[src/rtl/botones_antirebote_multi_pkg.sv]
// Shared definitions for the multi-channel button conditioner: FSM state
// encoding and the counter width helper.
package botones_antirebote_multi_pkg;

  localparam logic [1:0] ST_REPOSO     = 2'd0;
  localparam logic [1:0] ST_CONFIRMA_P = 2'd1;
  localparam logic [1:0] ST_PRESIONADO = 2'd2;
  localparam logic [1:0] ST_CONFIRMA_L = 2'd3;

  typedef enum logic [1:0] {
    REPOSO     = ST_REPOSO,
    CONFIRMA_P = ST_CONFIRMA_P,
    PRESIONADO = ST_PRESIONADO,
    CONFIRMA_L = ST_CONFIRMA_L
  } estado_t;

  // Wide enough to hold the larger of the debounce window and the long-press limit.
  function automatic int cnt_width(input int debounce, input int largo);
    int mayor;
    mayor = (debounce > largo) ? debounce : largo;
    return $clog2(mayor + 1);
  endfunction

endpackage

[src/rtl/botones_antirebote_multi_canal.sv]
// One button channel: synchroniser, debounce FSM, hold counter and
// registered level/strobe outputs.
module canal_antirebote
  import botones_antirebote_multi_pkg::*;
#(
  parameter int DEBOUNCE_CYCLES   = 50000,
  parameter int LONG_PRESS_CYCLES = 250000000,
  parameter int SYNC_STAGES       = 2,
  parameter int ACTIVE_LOW_IN     = 1
) (
  input  logic clk,
  input  logic reset,
  input  logic boton,
  output logic estable,
  output logic pulso_presion,
  output logic pulso_liberacion,
  output logic pulso_largo,
  output logic pulso_corto,
  output logic es_largo
);

  localparam int CNT_W = cnt_width(DEBOUNCE_CYCLES, LONG_PRESS_CYCLES);
  localparam logic [CNT_W-1:0] UNO       = CNT_W'(1);
  localparam logic [CNT_W-1:0] DEB_FIN   = CNT_W'(DEBOUNCE_CYCLES - 1);
  localparam logic [CNT_W-1:0] HOLD_MAX  = CNT_W'(LONG_PRESS_CYCLES);
  // Registered strobe lands in the cycle the hold counter reads LONG_PRESS_CYCLES-1.
  localparam logic [CNT_W-1:0] LARGO_OBJ =
    (LONG_PRESS_CYCLES > 1) ? CNT_W'(LONG_PRESS_CYCLES - 1) : UNO;

  logic [SYNC_STAGES-1:0] sync;
  logic                   crudo;
  logic                   p;
  estado_t                estado;
  logic [CNT_W-1:0]       cnt;
  logic [CNT_W-1:0]       hold;
  logic [CNT_W-1:0]       hold_sig;

  assign crudo    = (ACTIVE_LOW_IN != 0) ? ~boton : boton;
  assign p        = sync[SYNC_STAGES-1];
  assign hold_sig = (hold == HOLD_MAX) ? hold : hold + UNO;

  always_ff @(posedge clk or negedge reset) begin
    if (!reset) begin
      sync <= '0;
    end else begin
      sync <= {sync[SYNC_STAGES-2:0], crudo};
    end
  end

  always_ff @(posedge clk or negedge reset) begin
    if (!reset) begin
      estado           <= REPOSO;
      cnt              <= '0;
      hold             <= '0;
      estable          <= 1'b0;
      es_largo         <= 1'b0;
      pulso_presion    <= 1'b0;
      pulso_liberacion <= 1'b0;
      pulso_largo      <= 1'b0;
      pulso_corto      <= 1'b0;
    end else begin
      pulso_presion    <= 1'b0;
      pulso_liberacion <= 1'b0;
      pulso_largo      <= 1'b0;
      pulso_corto      <= 1'b0;
      case (estado)
        REPOSO: begin
          if (p) begin
            estado <= CONFIRMA_P;
            cnt    <= UNO;
          end
        end
        CONFIRMA_P: begin
          if (!p) begin
            estado <= REPOSO;
            cnt    <= '0;
          end else if (cnt == DEB_FIN) begin
            estado        <= PRESIONADO;
            cnt           <= '0;
            hold          <= '0;
            estable       <= 1'b1;
            pulso_presion <= 1'b1;
          end else begin
            cnt <= cnt + UNO;
          end
        end
        PRESIONADO: begin
          hold <= hold_sig;
          if (hold_sig == LARGO_OBJ && !es_largo) begin
            pulso_largo <= 1'b1;
            es_largo    <= 1'b1;
          end
          if (!p) begin
            estado <= CONFIRMA_L;
            cnt    <= UNO;
          end
        end
        CONFIRMA_L: begin
          // A glitch back to pressed resumes the hold count rather than restarting it.
          if (p) begin
            estado <= PRESIONADO;
            cnt    <= '0;
          end else if (cnt == DEB_FIN) begin
            estado           <= REPOSO;
            cnt              <= '0;
            estable          <= 1'b0;
            es_largo         <= 1'b0;
            pulso_liberacion <= 1'b1;
            pulso_corto      <= ~es_largo;
          end else begin
            cnt <= cnt + UNO;
          end
        end
        default: begin
          estado <= REPOSO;
          cnt    <= '0;
        end
      endcase
    end
  end

endmodule

[src/rtl/botones_antirebote_multi.sv]
// N-channel button conditioner: one independent canal_antirebote per pin,
// outputs gathered into per-function vectors.
module botones_antirebote_multi
  import botones_antirebote_multi_pkg::*;
#(
  parameter int N_CANALES         = 4,
  parameter int DEBOUNCE_CYCLES   = 50000,
  parameter int LONG_PRESS_CYCLES = 250000000,
  parameter int SYNC_STAGES       = 2,
  parameter int ACTIVE_LOW_IN     = 1
) (
  input  logic                 clk,
  input  logic                 reset,
  input  logic [N_CANALES-1:0] botones,
  output logic [N_CANALES-1:0] estable,
  output logic [N_CANALES-1:0] pulso_presion,
  output logic [N_CANALES-1:0] pulso_liberacion,
  output logic [N_CANALES-1:0] pulso_largo,
  output logic [N_CANALES-1:0] pulso_corto,
  output logic [N_CANALES-1:0] es_largo
);

  for (genvar i = 0; i < N_CANALES; i++) begin : g_canal
    canal_antirebote #(
      .DEBOUNCE_CYCLES  (DEBOUNCE_CYCLES),
      .LONG_PRESS_CYCLES(LONG_PRESS_CYCLES),
      .SYNC_STAGES      (SYNC_STAGES),
      .ACTIVE_LOW_IN    (ACTIVE_LOW_IN)
    ) u_canal (
      .clk             (clk),
      .reset           (reset),
      .boton           (botones[i]),
      .estable         (estable[i]),
      .pulso_presion   (pulso_presion[i]),
      .pulso_liberacion(pulso_liberacion[i]),
      .pulso_largo     (pulso_largo[i]),
      .pulso_corto     (pulso_corto[i]),
      .es_largo        (es_largo[i])
    );
  end

endmodule

[config.mk]
export PLATFORM = sky130hd
export DESIGN_NAME = botones_antirebote_multi
export DESIGN_NICKNAME = d
export VERILOG_FILES = /design/src/rtl/botones_antirebote_multi_pkg.sv /design/src/rtl/botones_antirebote_multi_canal.sv /design/src/rtl/botones_antirebote_multi.sv
export SDC_FILE = /design/constraint.sdc
export NUM_CORES = 1
export LEC_CHECK = 0
export BUFFER_PORTS_ARGS = -buffer_cell sky130_fd_sc_hd__buf_2
export CORE_AREA = 2 2 154 194
export DETAILED_ROUTE_END_ITERATION = 6
export DIE_AREA = 0 0 156 196
export GPL_ROUTABILITY_DRIVEN = 0
export MAX_ROUTING_LAYER = met4
export PLACE_DENSITY_LB_ADDON = 0.15
export SLEW_MARGIN = 25
export SYNTH_ARGS = -nofsm -noshare
export SYNTH_HDL_FRONTEND = slang
export SYNTH_SLANG_ARGS = --single-unit
[constraint.sdc]
create_clock -name clk -period 3.8 [get_ports clk]
set_clock_uncertainty 0.15 [all_clocks]
set_input_delay 0 -clock clk [delete_from_list [all_inputs] [get_ports clk]]
set_output_delay 0 -clock clk [all_outputs]
set_load 0.01 [all_outputs]
==> flow_summary_export.csv, run 1 <==
group,metric,value,unit
logic_synthesis,postSynthCellCount,1819,
routing,ant_nets,0,
timing,setup_viol,0,
power,switchingPower,0.002724,W
routing,drt-pass1-iter-count,5,
power,p_clk_share,37.1,%
die,die-area,30580,sq um
cts,cts_made_buffers,28,
routing,drt_iter0_markers,736,
cts,cts_max_level,1,
timing,max_freq,326.4,MHz
logic_synthesis,synth_cell_type_count,76,
power,ir_drop,0.0004426,V
timing,hold_viol,0,
routing,wl_per_cell,16.22,microns
critical_path,crit_type,"flop to flop",
die,core_area,28820,sq um
min_path,hold_start,"g_canal[3].u_canal.sync[0]$_DFF_PN0_",
logic_synthesis,synth_edf_count,0,
outcome,status,"finished clean",
logic_synthesis,ys_top_cells_by_area,"dfrtp_1 42%, nand2_1 5.0%, o21ai_0 4.9%, nor2_1 4.2%, nand3_1 2.8%",
finish,instances_no_fill,2173,
finish,area_delta_synth_final,8.740,%
logic_synthesis,synth.avg_cell_area,8.617,sq um
routing,drc,0,
timing,worstMarginPinSlew,1007,ps
logic_synthesis,synth.most_common_cell,"dfrtp_1",
cts,post-cts-setup-buffer-count,0,
critical_path,worstPathMaxFanout,29,
timing,maxSlewViolCount,0,
global_route,grt.total_usage,24.09,%
cts,clkSlewWorstSetupHoldPaths,60,ps
die,die_y,196,microns
finish,nets,1821,
job,maxCapViolCount,0,
place,dp.cells,2110,
critical_path,crit_required,4150,ps
power,pwr-share-comb,24.8,%
routing,vias_per_cell,6.094,
power,power.internal,0.005286,W
place,dp_hpwl,24080,microns
critical_path,arrival,3420,ps
timing,tns,0,ps
cts,insertion_delay,560,ps
routing,wirelength,35240,microns
timing,rsz0062_at_grt,"no",
finish,layout-drive-gt1-share,8.439,%
die,row_count,70,
die,io_pins,30,
power,p_leak,7.159,nW
power,seqPwrFrac,38.0,%
logic_synthesis,yosysTopAreaCell,"dfrtp_1",
critical_path,critPathCaptureType,"flop",
power,p_sw_share,34.01,%
critical_path,r2r_start,"g_canal[1].u_canal.cnt[0]$_DFFE_PN0P_",
timing,fin_crit_sh,80.64,%
die,dieWidth,156,microns
critical_path,start_kind,"flop",
logic_synthesis,synth_seq_cells,264,
place,port_buffers,29,
power,power-per-cell-area,469.9,nW/um^2
finish,multiInputGateArea,8285,sq um
die,start_util,54.40,%
finish,ff_latch_area,6606,sq um
global_route,gr-total-overflow,0,
routing,num_vias,13240,
logic_synthesis,async_flop_share,100.0,%
global_route,grt_pass1_wl,60840,microns
finish,diodes,0,
min_path,min_path_type,"flop to flop",
logic_synthesis,netlist_area,15680,sq um
global_route,antenna_found_initial,0,
global_route,grt_max_degree,129,
finish,n_fill_cell,2567,
timing,final.min_clock_period,3064,ps
logic_synthesis,seq_area_frac_synth,42.15,%
timing,max_slew_margin,32.79,%
cts,cts.sinks,264,
logic_synthesis,post-synth-top-area-fraction,42.15,%
logic_synthesis,syn_nets,1849,
critical_path,critPathLaunch,"g_canal[1].u_canal.cnt[0]$_DFFE_PN0P_",
critical_path,r2r_slack,740,ps
logic_synthesis,ys.flop_type,"dfrtp_1",
cts,cts_max_path_buffers,3,
logic_synthesis,yosys-top-cells-count,"264 x dfrtp_1, 209 x nand2_1, 176 x nor2_1",
global_route,grt_pass1_vias,12710,
logic_synthesis,ys_warn_count,0,
cts,clock-root-buffer,"clkbuf_16",
cts,cts_tree,"built",
-- stage by stage --
step                util, %  instance area, sq um  hold WS (ps)  power (W)  setup slack (ps)
floorplan                 -                 15680        -445.6   0.004517              1138
global placement      55.18                 15900        -5.972   0.005024             792.9
detailed placement    55.18                 15900        -5.847   0.005088             745.8
CTS                   59.02                 17010         39.54   0.008103             734.4
global route          59.15                 17050         215.5   0.008472             449.3
finish                59.15                 17050         197.7   0.008010             735.8
-- power groups by stage --
stage,Clock [W],Combinational [W],Sequential (W)
after floorplan,0,0.00146,0.00306
after global placement,0,0.00194,0.00309
after detailed placement,0,0.00199,0.00309
after CTS,0.00305,0.00201,0.00304
after global routing,0.00315,0.00226,0.00306
final,0.00297,0.00199,0.00305
-- cell type report --
cell class	instances	area share, %
flip-flops and latches	264	38.76
inverters	45	0.9910
well taps	360	2.643
repair buffers	68	3.039
multi-input cells	1384	48.61
clock buffers	36	4.764
clock inverters	16	1.197
-- metal layers --
metal	up-vias	GRT usage, %	routed length (microns)
li1	6520	-	-
met1	6426	31.37	16210
met2	236	39.94	17110
met3	61	2.894	1097
met4	0	6.728	816
met5	-	-	0
-- worst paths after layout --
path                                                      endpoint  cells after the start
max in group asynchronous               asynchronous set/reset pin                      4
max                        g_canal[1].u_canal.hold[26]$_DFFE_PN0P_                      8
min reg2reg                   g_canal[3].u_canal.sync[1]$_DFF_PN0_                      0
min in group asynchronous    g_canal[2].u_canal.cnt[1]$_DFFE_PN0P_                      3
max reg2reg                g_canal[1].u_canal.hold[26]$_DFFE_PN0P_                      8
min                           g_canal[3].u_canal.sync[1]$_DFF_PN0_                      0
-- flip-flops by register name, indices dropped and copies added, names as in the netlist, named ones only --
signal / cells
g_canal.u_canal.estado: 4
g_canal.u_canal.cnt: 112
g_canal.u_canal.hold: 112
g_canal.u_canal.pulso_corto: 4
g_canal.u_canal.es_largo: 4
g_canal.u_canal.pulso_liberacion: 4
g_canal.u_canal.pulso_presion: 4
g_canal.u_canal.sync: 8
g_canal.u_canal.estable: 4
g_canal.u_canal.pulso_largo: 4
-- worst max-delay path: stages (launching register included) --
cell	delay [ps]
dfrtp_1	440
ha_1	260
nor4b_1	270
nand3_1	150
or4_1	450
a21bo_1	510
buf_4	350
o31ai_1	260
a22o_1	160
-- cell usage in the layout, fill, tap and decap left out, types with 20 or more instances in the layout --
cell / n
or4_1: 21
buf_2: 28
o21ai_0: 155
or3_1: 24
clkbuf_16: 29
xnor2_1: 41
nor4_1: 38
nand4_1: 64
nand2_1: 208
and3_1: 38
dfrtp_1: 264
a21o_1: 26
nand3_1: 89
nor3_1: 63
ha_1: 24
inv_1: 45
buf_4: 26
a21oi_1: 59
o31ai_1: 27
a22o_1: 46
a31oi_1: 20
xor2_1: 50
nor2_1: 175
-- cell families (layout without fill, tap and decap cells) --
group	count (synthesis)	after routing	synth area share, %
simple gates	845	845	27.91
compound gates	400	400	16.29
flops	264	264	42.15
buf+inv	171	165	5.029
xor+xnor	91	91	5.085
fa+ha+maj	24	24	1.916
mux	24	24	1.628
-- repair_timing --
| item | 4_1_cts | 5_1_grt |
|---|---|---|
| hold endpoints to repair | 129 | 34 |
| hold buffers | 9 | 1 |
| resized for setup | 0 | 0 |
(Power assumes the default switching activity.)
==> run 2, diff against run 1 <==
Clock period 3.8 ns to 2.6 ns, I/O delays scaled along.
==> run 2 against run 1 <==
Compared with the run above:
- the flow now finishes with violations (negative setup slack)
- die area stayed put
- cell count increased by 10%
- non-clock buffer count grew 221
- count of clock-buffer cells in the layout rose by 5
- global-route usage up 2.3 points
- hold slack worse by 180 ps
- first-iteration DRC count is 7.7% higher
- register-to-register slack worse by 760 ps
- combinational power up 110%
- via count rose by 8.1%
- critical path depth stayed put
- routed wire length up 12%
- critical path type unchanged
==> flow_summary_export.csv, run 2 (synthesis gave the netlist of run 1 again) <==
group,metric,value,unit
global_route,grt.total_usage,26.39,%
timing,hold_viol,0,
critical_path,cp_cell_sequence,"or4_4 -> nor4_4 -> buf_4 -> a41oi_4 -> nand2b_4 -> or4_1 -> nand2_1 -> a22o_1",
power,p_leak,8.463,nW
routing,wl_per_cell,16.44,microns
finish,instances_no_fill,2393,
critical_path,crit_required,2930,ps
timing,max_slew_margin,53.96,%
routing,wirelength,39350,microns
outcome,status,"finished with violations",
finish,final_cell_mix,"260 x dfrtp_1, 236 x buf_4, 206 x nand2_1",
global_route,grt_pass1_wl,66020,microns
finish,finish.instance_area,19170,sq um
timing,fin_crit_sh,101.0,%
timing,maxSlewViolCount,0,
cts,clock-root-buffer,"clkbuf_16",
die,io_pins,30,
die,start_util,54.40,%
timing,rsz0062_at_grt,"yes",
timing,setup_viol,3,
cts,cts_max_path_buffers,3,
power,ir_drop,0.0007712,V
timing,fin_ws,-26.46,ps
routing,num_vias,14320,
critical_path,cpLargestDelayFamily,"simple AND/OR/NAND/NOR gates",
power,power-per-cell-area,665.3,nW/um^2
place,port_buffers,29,
timing,max_freq,380.7,MHz
place,dp_hpwl,27410,microns
critical_path,critPathCaptureType,"flop",
global_route,gr-total-overflow,0,
cts,insertion_delay,550,ps
cts,cts_made_buffers,28,
cts,cts_tree,"built",
critical_path,cpPeakStageDelay,550,ps
cts,cts_max_level,1,
routing,vias_per_cell,5.983,
cts,clkSlewWorstSetupHoldPaths,60,ps
global_route,grt_pass1_vias,13810,
timing,final.min_clock_period,2626,ps
timing,worstMarginPinSlew,681.0,ps
place,pre_cts_slack,-194.2,ps
job,maxCapViolCount,0,
die,die-area,30580,sq um
routing,drt-pass1-iter-count,6,
die,die_y,196,microns
die,row_count,70,
die,dieWidth,156,microns
finish,area_delta_synth_final,22.29,%
critical_path,crit_type,"flop to flop",
routing,drt_iter0_markers,793,
finish,largest_registers,"g_canal.u_canal.cnt: 112 flops, g_canal.u_canal.hold: 112 flops, g_canal.u_canal.sync: 8 flops",
finish,nets,2043,
die,core_area,28820,sq um
critical_path,start_kind,"flop",
finish,layout_commonest_cell,"dfrtp_1",
finish,layout-drive-gt1-share,21.59,%
place,dp.cells,2317,
place,placed_cell_area,17510,sq um
min_path,min_path_type,"input port to flop",
critical_path,arrival,2960,ps
finish,diodes,0,
critical_path,worstPathMaxFanout,5,
routing,ant_nets,0,
critical_path,crit_buf_inv,1,
global_route,antenna_found_initial,0,
routing,drc,0,
global_route,grt_max_degree,71,
cts,cts.sinks,264,
outcome,violations,"negative setup slack",
critical_path,critPathSlowestCell,"or4_4",
## run 2: cell types whose count changed in the layout (fill, tap and decap cells not counted), moves of 7 or more
cell / change
buf_4: +210
nor3_1: -14
nor3_2: +14
nor4_1: -8
o21ai_0: -8
or4_1: -8
or4_4: +8
o21ai_1: +7
## run 2: what timing repair did
action	4_1_cts	5_1_grt
cloned	0	4
gates resized for setup	12	95
pin swaps	2	23
endpoints found under the hold margin	262	0
setup buffers	4	9
hold buffers	9	0
setup endpoints to repair	36	162
## run 2: per-layer routing
metal | vias to the layer above | global-route usage, % | wire length [microns]
met5 | - | - | 0
met4 | 0 | 6.830 | 916
met3 | 82 | 2.805 | 1562
met2 | 312 | 45.36 | 19830
met1 | 6967 | 33.43 | 17050
li1 | 6956 | - | -
## run 2: worst paths after layout
path	startpoint	cells past startpoint	end	slack [ps]
worst max-delay path	g_canal[0].u_canal.cnt[24]$_DFFE_PN0P_	8	g_canal[0].u_canal.hold[18]$_DFFE_PN0P_	-30
worst min-delay path	botones[2]	3	g_canal[2].u_canal.sync[0]$_DFF_PN0_	10
worst max register to register	g_canal[0].u_canal.cnt[24]$_DFFE_PN0P_	8	g_canal[0].u_canal.hold[18]$_DFFE_PN0P_	-30
worst min register to register	g_canal[1].u_canal.sync[0]$_DFF_PN0_	0	g_canal[1].u_canal.sync[1]$_DFF_PN0_	200
max in group asynchronous	reset	5	g_canal[0].u_canal.cnt[22]$_DFFE_PN0P_	1040
min in group asynchronous	reset	3	g_canal[2].u_canal.estado[0]$_DFFE_PN0P_	410
## run 2: report_power, final
part | leakage, nW | internal, W | switching, W
Clock | 0.464 | 0.00247 | 0.00164
Combinational | 4.37 | 0.00172 | 0.00253
Sequential | 3.63 | 0.00426 | 0.000132
## run 2: worst min-delay path, cell delays in order
cell and delay (ps):
dlygate4sd3_1 530, buf_2 100, inv_1 30
## run 2: cell type report
type                       instances  area (sq um)
fill                            2389          9647
multi-input combinational       1385          8708
sequential                       264          6611
timing repair buffer             289          2286
clock buffer                      41         820.8
tap                              360         450.4
inverter                          45         168.9
clock inverter                     9         122.6
## run 2: through the flow
| stage | hold slack [ps] | utilization [%] | setup TNS (ps) | total power, W |
|---|---|---|---|---|
| final | 12.85 | 66.52 | -45.42 | 0.01275 |
| after global routing | 22.29 | 66.52 | -1115 | 0.01342 |
| after CTS | 13.22 | 64.67 | 0 | 0.01213 |
| after detailed placement | -132.2 | 60.78 | -2728 | 0.007923 |
| after global placement | -134.4 | 60.78 | -1392 | 0.007844 |
| after floorplan | -445.6 | - | 0 | 0.006608 |
==> run 3, diff against run 2 <==
Clock period 2.6 ns to 2.5 ns, I/O delays scaled along.
==> run 3 against run 2 <==
Compared with the run above:
- the run still ends with negative setup slack left
- die area did not move
- fmax hardly changed
- worst setup slack worse by 100 ps
- combinational power up 41%
- clock power shrank 2%
- register-to-register slack worse by 100 ps
- sequential share of layout area fell by 2.1 points
- power rose by 14%
- non-clock buffer count rose by 89
- sequential power up 4%
- critical path type unchanged
- largest cell class unchanged
- largest power group is now combinational logic
==> flow_summary_export.csv, run 3 (synthesis gave the netlist of run 1 again) <==
group,metric,value,unit
die,start_util,54.40,%
global_route,grt.total_usage,26.49,%
timing,setup_viol,47,
die,die-area,30580,sq um
routing,wl_per_cell,16.60,microns
critical_path,crit_type,"flop to flop",
timing,fin_crit_sh,105.2,%
routing,ant_nets,0,
global_route,gr-total-overflow,0,
finish,final_cell_mix,"303 x buf_4, 261 x dfrtp_1, 200 x nand2_1",
outcome,status,"finished with violations",
critical_path,arrival,2980,ps
finish,n_fill_cell,2121,
cts,clkSlewWorstSetupHoldPaths,60,ps
cts,insertion_delay,560,ps
critical_path,r2r_start,"g_canal[2].u_canal.cnt[24]$_DFFE_PN0P_",
timing,final.min_clock_period,2629,ps
die,core_area,28820,sq um
power,power-per-cell-area,713.9,nW/um^2
timing,rsz0062_at_grt,"yes",
finish,diodes,0,
timing,fin_ws,-128.9,ps
die,dieWidth,156,microns
routing,drt_iter0_markers,808,
finish,layout_commonest_cell,"buf_4",
finish,largest_registers,"g_canal.u_canal.cnt: 112 flops, g_canal.u_canal.hold: 112 flops, g_canal.u_canal.sync: 8 flops",
power,p_leak,9.041,nW
critical_path,critPathLaunch,"g_canal[2].u_canal.cnt[24]$_DFFE_PN0P_",
critical_path,timing.rr.end,"g_canal[2].u_canal.hold[23]$_DFFE_PN0P_",
critical_path,crit_required,2850,ps
timing,max_slew_margin,58.47,%
critical_path,worstPathMaxFanout,6,
finish,layout-drive-gt1-share,27.82,%
die,row_count,70,
routing,wirelength,41230,microns
critical_path,r2r_slack,-130,ps
critical_path,worstSetupEndpoint,"g_canal[2].u_canal.hold[23]$_DFFE_PN0P_",
min_path,min_path_cells,0,
power,p_total,0.01459,W
routing,num_vias,14890,
global_route,antenna_found_initial,0,
cts,cts.sinks,264,
place,port_buffers,29,
cts,cts_max_path_buffers,3,
finish,nets,2132,
cts,cts_max_level,1,
job,maxCapViolCount,0,
global_route,grt_max_degree,73,
critical_path,critPathCaptureType,"flop",
min_path,min_path_type,"flop to flop",
cts,cts_made_buffers,28,
outcome,violations,"negative setup slack",
routing,drt-pass1-iter-count,5,
global_route,grt_pass1_vias,14310,
place,dp_hpwl,27160,microns
timing,holdWs,202.1,ps
critical_path,start_kind,"flop",
finish,area_delta_synth_final,30.37,%
cts,clock-root-buffer,"clkbuf_16",
power,ir_drop,0.0006448,V
timing,worstMarginPinSlew,617.2,ps
critical_path,rr_worst_depth,7,
routing,drc,0,
timing,max_freq,380.4,MHz
global_route,grt_pass1_wl,66280,microns
cts,cts_tree,"built",
die,io_pins,30,
die,die_y,196,microns
routing,vias_per_cell,5.996,
timing,maxSlewViolCount,0,
timing,hold_viol,0,
==> run 3: worst min-delay path by stage <==
| stage | start | to | slack, ps |
|---|---|---|---|
| floorplan | reset | asynchronous set/reset pin | -450 |
| global placement | reset | g_canal[2].u_canal.sync[1]$_DFF_PN0_ | -200 |
| detailed placement | reset | g_canal[2].u_canal.pulso_liberacion$_DFF_PN0_ | -210 |
| CTS | g_canal[0].u_canal.sync[0]$_DFF_PN0_ | g_canal[0].u_canal.sync[1]$_DFF_PN0_ | 200 |
| global route | g_canal[0].u_canal.sync[0]$_DFF_PN0_ | g_canal[0].u_canal.sync[1]$_DFF_PN0_ | 210 |
| finish | g_canal[0].u_canal.sync[0]$_DFF_PN0_ | g_canal[0].u_canal.sync[1]$_DFF_PN0_ | 200 |
==> run 3: area by class of cell <==
| cell class | instances | area (sq um) | share of cell area, % |
|---|---|---|---|
| Clock buffer | 39 | 803.3 | 3.931 |
| Clock inverter | 13 | 75.07 | 0.3674 |
| Inverter | 45 | 168.9 | 0.8265 |
| Multi-Input combinational cell | 1385 | 9151 | 44.78 |
| Sequential cell | 264 | 6610 | 32.35 |
| Tap cell | 360 | 450.4 | 2.204 |
| Timing Repair Buffer | 378 | 3177 | 15.55 |
==> run 3: metrics by stage <==
stage | cell area, sq um | util, % | worst slack [ps] | cells | setup TNS, ps
global route | 20440 | 70.92 | -204.2 | 2484 | -7731
finish | 20440 | 70.92 | -128.9 | 2484 | -2201
detailed placement | 18050 | 62.65 | -282.3 | 2382 | -5923
global placement | 18050 | 62.65 | -273.8 | 2382 | -5451
CTS | 19340 | 67.13 | -80.54 | 2455 | -274.5
floorplan | 15750 | - | -86.84 | 1819 | -1667
==> run 3: what timing repair did <==
| item | 4_1_cts | 5_1_grt |
|---|---|---|
| endpoints found under the setup margin | 95 | 169 |
| endpoints found under the hold margin | 268 | 0 |
| gates cloned | 1 | 10 |
| hold buffers | 11 | 0 |
| pin swaps | 12 | 58 |
| setup buffers | 9 | 19 |
| resized for setup | 49 | 179 |
==> run 3: power by group <==
group	leakage [nW]	switching [W]	total [W]	internal (W)
Sequential	3.63	0.000126	0.00456	0.00443
Clock	0.441	0.00178	0.00402	0.00224
Combinational	4.97	0.00319	0.00601	0.00283
Total	9.04	0.00509	0.0146	0.00950
==> run 3: critical path: stages (launching register included) <==
cell and delay, ps:
dfrtp_1 370, or4_4 530, or4_4 470, o31ai_4 240, nand2_4 150, or4_4 440
a21oi_2 130, a21o_1 90
==> run 3: layer usage <==
| layer | share of wire (%) | routed length (microns) | vias to the layer above | GRT usage, % |
|---|---|---|---|---|
| li1 | - | - | 7146 | - |
| met1 | 42 | 17290 | 7237 | 32.36 |
| met2 | 51 | 21080 | 408 | 45.98 |
| met3 | 4.1 | 1709 | 103 | 2.805 |
| met4 | 2.8 | 1151 | 0 | 8.733 |
| met5 | 0 | 0 | - | - |
